==> config.mk <==
export PLATFORM = sky130hd
export DESIGN_NAME = led_seq_gen
export DESIGN_NICKNAME = d
export VERILOG_FILES = /design/src/rtl/led_seq_gen.sv
export SDC_FILE = /design/constraint.sdc
export NUM_CORES = 1
export LEC_CHECK = 0
export CAP_MARGIN = 25
export CORE_MARGIN = 2
export CORE_UTILIZATION = 56
export DETAILED_ROUTE_END_ITERATION = 8
export HOLD_SLACK_MARGIN = 0.1
export PLACE_DENSITY = 0.79
export SLEW_MARGIN = 5
export SYNTH_ARGS = -nofsm -noshare
export SYNTH_HDL_FRONTEND = slang
export SYNTH_SLANG_ARGS = --single-unit
==> constraint.sdc <==
create_clock -name clk -period 2.29 [get_ports clk]
set_input_delay 0.3435 -clock clk [delete_from_list [all_inputs] [get_ports clk]]
set_output_delay 0.3435 -clock clk [all_outputs]
set_load 0.02 [all_outputs]
==> src/rtl/led_seq_gen.sv <==
// LED fill-animation sequencer: CLEAR, FILL_L, FILL_R, FILL_IN, FILL_OUT.
// Define LEDSEQ_ACTIVE_LOW_EN to drive led inverted for active-low boards.
module led_seq_gen #(
  parameter int WIDTH = 12,
  parameter int DIV   = 12_500_000
) (
  input  logic             clk,
  input  logic             rst,
  input  logic             pause,
  input  logic             mode,
  input  logic [1:0]       phase_sel,
  output logic [WIDTH-1:0] led,
  output logic [2:0]       phase,
  output logic             step
);

  localparam int CW = (DIV > 1) ? $clog2(DIV) : 1;
  localparam int H  = WIDTH / 2;
  localparam logic [CW-1:0] CNT_MAX = CW'(DIV - 1);

  localparam logic [2:0] CLEAR    = 3'd0;
  localparam logic [2:0] FILL_L   = 3'd1;
  localparam logic [2:0] FILL_R   = 3'd2;
  localparam logic [2:0] FILL_IN  = 3'd3;
  localparam logic [2:0] FILL_OUT = 3'd4;

  logic [CW-1:0]    cnt;
  logic             tick;
  logic [WIDTH-1:0] pat;
  logic [WIDTH-1:0] nxt_pat;
  logic [2:0]       nxt_phase;
  logic [2:0]       sel_phase;

  function automatic logic [WIDTH-1:0] seed_of(
    input logic [2:0] p
  );
    logic [WIDTH-1:0] s;
    s = '0;
    case (p)
      FILL_L: s[0] = 1'b1;
      FILL_R: s[WIDTH-1] = 1'b1;
      FILL_IN: begin
        s[WIDTH-1] = 1'b1;
        s[0]       = 1'b1;
      end
      FILL_OUT: begin
        s[H]   = 1'b1;
        s[H-1] = 1'b1;
      end
      default: s = '0;
    endcase
    return s;
  endfunction

  function automatic logic [WIDTH-1:0] shift_of(
    input logic [2:0]       p,
    input logic [WIDTH-1:0] v
  );
    logic [H-1:0]     u;
    logic [H-1:0]     l;
    logic [WIDTH-1:0] r;
    u = v[WIDTH-1:H];
    l = v[H-1:0];
    case (p)
      FILL_L:   r = {v[WIDTH-2:0], 1'b1};
      FILL_R:   r = {1'b1, v[WIDTH-1:1]};
      FILL_IN:  r = {1'b1, u[H-1:1], l[H-2:0], 1'b1};
      FILL_OUT: r = {u[H-2:0], 1'b1, 1'b1, l[H-1:1]};
      default:  r = '0;
    endcase
    return r;
  endfunction

  assign tick      = (cnt == CNT_MAX) && !pause;
  assign sel_phase = {1'b0, phase_sel} + 3'd1;

  always_comb begin
    nxt_phase = phase;
    nxt_pat   = pat;
    case (phase)
      CLEAR: begin
        nxt_phase = mode ? sel_phase : FILL_L;
        nxt_pat   = seed_of(nxt_phase);
      end
      FILL_L, FILL_R, FILL_IN, FILL_OUT: begin
        if (&pat) begin
          if (mode || phase == FILL_OUT)
            nxt_phase = CLEAR;
          else
            nxt_phase = phase + 3'd1;
          nxt_pat = seed_of(nxt_phase);
        end else begin
          nxt_pat = shift_of(phase, pat);
        end
      end
      default: begin
        nxt_phase = CLEAR;
        nxt_pat   = '0;
      end
    endcase
  end

  always_ff @(posedge clk) begin
    if (rst) begin
      cnt   <= '0;
      phase <= CLEAR;
      pat   <= '0;
      step  <= 1'b0;
    end else begin
      step <= tick;
      if (tick)
        cnt <= '0;
      else if (!pause)
        cnt <= cnt + CW'(1);
      // an out-of-range encoding recovers without waiting for a step
      if (phase > FILL_OUT) begin
        phase <= CLEAR;
        pat   <= '0;
      end else if (tick) begin
        phase <= nxt_phase;
        pat   <= nxt_pat;
      end
    end
  end

`ifdef LEDSEQ_ACTIVE_LOW_EN
  assign led = ~pat;
`else
  assign led = pat;
`endif

endmodule
==> reports/results.ini <==
[run_status]
outcome = finished, final reports clean

[synthesis]
avgSynthCellArea_sq_um = 8.43
synth_edf_count = 0
ys_seq_elements = 40
synth_ff_type = dfxtp_1
synthCells = 257
yosys_warnings = 0
mappedNetlistArea_sq_um = 2170
seq_area_frac_synth = 0.370
syn-num-nets = 270
synthArstFlopShare = 0
synthDistinctLibCells = 45

[global_routing]
antenna_found_initial = 0
grt_first_pass_wirelength_um = 8400
grt_pass1_vias = 1872
overflow = 0
grt_max_degree = 23
grt_use_total = 0.250

[placement]
port-buffer-count = 21
dp_hpwl_um = 3480
gp_congestion = 0.871

[sta]
fmax_ghz = 0.488
final-max-slew-violation-count = 0
setup_viol = 0
worst_clock_skew_ps = 7.47
rsz0062_at_grt = false
fin_crit_ps = 2050
worstMarginPinSlew_ps = 477
finalHoldViolations = 0
slew_headroom = 0.682
period_share = 0.894
tns_ps = 0

[finish]
layout_commonest_cell = dfxtp_1
fillers = 301
layout_common_cells = dfxtp_1 (40), nor2_1 (31), clkdlybuf4s50_1 (21)
diodes = 0
layout-drive-gt1-share = 0.0976
final_nets = 299
syn2layout_area_growth_pct = 19.8

[floorplan]
die_x_um = 66.2
io_pins = 22
start_util = 0.587
die_y_um = 66.2
die_area_sq_um = 4380
core_area_sq_um = 3690
num_rows = 22

[critical_path]
cpMostUsedCell = nor3_1
critPathArrivalTime_ps = 2210
slowest_stage = dfxtp_1
path_class = register to register
crit_path_cell_trace = inv_1, ha_1, or3_1, a21oi_1, nor2_1, buf_4, nor3_1, nor3_1
max_stage_delay_ps = 460
cp.required_ps = 2450
cp-end-kind = register
crit_path_start_kind = register
critPathMaxFanout = 11

[clocking]
cts_root_buffer = clkbuf_8
clock_sinks = 40
clk_pin_slew_ps = 80
cts_made_buffers = 5
htreeDepth = 2
clockBufferDepth = 2
clkLatencyLatePin_ps = 300
cts_resized = 0
post_cts.repair.setup_buffers = 0
cts_tree = yes
ctsHoldBuffers = 0

[drt]
wl_per_cell_um = 14.4
detail-route-antenna-nets = 0
via_count = 1943
drt_iter0_drc = 219
finalWirelength_um = 4840
viasPerCell = 5.80
drc = 0
drt-pass1-iter-count = 4

[job]
cap_violations = 0

[power_and_ir_drop]
p_leak_uw = 0.000933
finalPower_uw = 1390
power.density_nw_per_um2 = 537
ir_drop_v = 0.000464

[min_path]
hold_class = register to register

-- final timing paths --
kind | cells after the start | slack, ps | start | end
worst max register to register | 8 | 240 | phase[0] | phase[2]
worst max-delay path | 8 | 240 | phase[0] | phase[2]
worst min register to register | 2 | 510 | led[1] | led[1]
worst min-delay path | 2 | 510 | led[1] | led[1]
-- cell families after synthesis --
group           Yosys count  synth area share
buf+inv                  16            0.0375
xor+xnor                 23            0.0930
mux                       2           0.00982
fa+ha+maj                 7            0.0404
compound gates           40             0.130
flops                    40             0.370
simple gates            129             0.319
-- critical path: cells and delay by family, from the launching register on --
family | cells | cell delay (ps)
adder cells (fa/ha/maj) | 1 | 260
AO/OA/AOI/OAI | 1 | 200
flip-flops | 1 | 460
buffers and inverters | 2 | 310
AND/OR/NAND/NOR | 4 | 710
-- final cells by class --
cell class                 instances  area, sq um  area share
clock inverter                     1         30.0      0.0116
inverter                           7         26.3      0.0101
tap                               48         60.1      0.0231
sequential                        40          801       0.309
clock buffer                       7         96.3      0.0371
multi-input combinational        201         1280       0.495
timing repair buffer              31          298       0.115
-- stage by stage --
step | instance area (sq um) | std cells | util | hold WS, ps | setup WS, ps
after floorplan | 2170 | 257 | - | 416 | 64.1
after global placement | 2470 | 327 | 0.669 | 494 | 153
after detailed placement | 2470 | 327 | 0.669 | 499 | 124
after CTS | 2590 | 335 | 0.704 | 509 | 190
after global routing | 2590 | 335 | 0.704 | 531 | 63.2
final | 2590 | 335 | 0.704 | 506 | 242
-- cells in the mapped netlist, types with 5 or more instances --
cell	instances	area share
nor2_1	31	0.054
inv_1	7	0.012
nor4_1	5	0.014
a22o_1	9	0.036
o21ai_0	7	0.016
nor2b_1	6	0.017
xnor2_1	13	0.053
nand4_1	9	0.026
ha_1	7	0.040
nand3_1	20	0.046
nand2_1	18	0.031
nor3_1	15	0.035
a21oi_1	15	0.035
dfxtp_1	40	0.37
xor2_1	10	0.040
-- routing by layer --
layer,wire length (um),global-route usage,vias up
met5,0,0,-
met4,68,0.0816,0
met3,276,0.0698,9
met1,2070,0.286,889
met2,2420,0.446,66
li1,-,-,979
-- registers in the layout, indices dropped and copies added (netlist names) --
| register | flops |
|---|---|
| cnt | 24 |
| led | 12 |
| step | 1 |
| phase | 3 |
-- power by group --
part	total (uW)	switching [uW]	internal, uW	leakage (uW)
registers	704	5.66	699	0.000322
clock network	635	250	385	0.0000645
logic	53.5	28.6	24.9	0.000546
total	1390	284	1110	0.000933
Power figures use the tool's default switching activity.
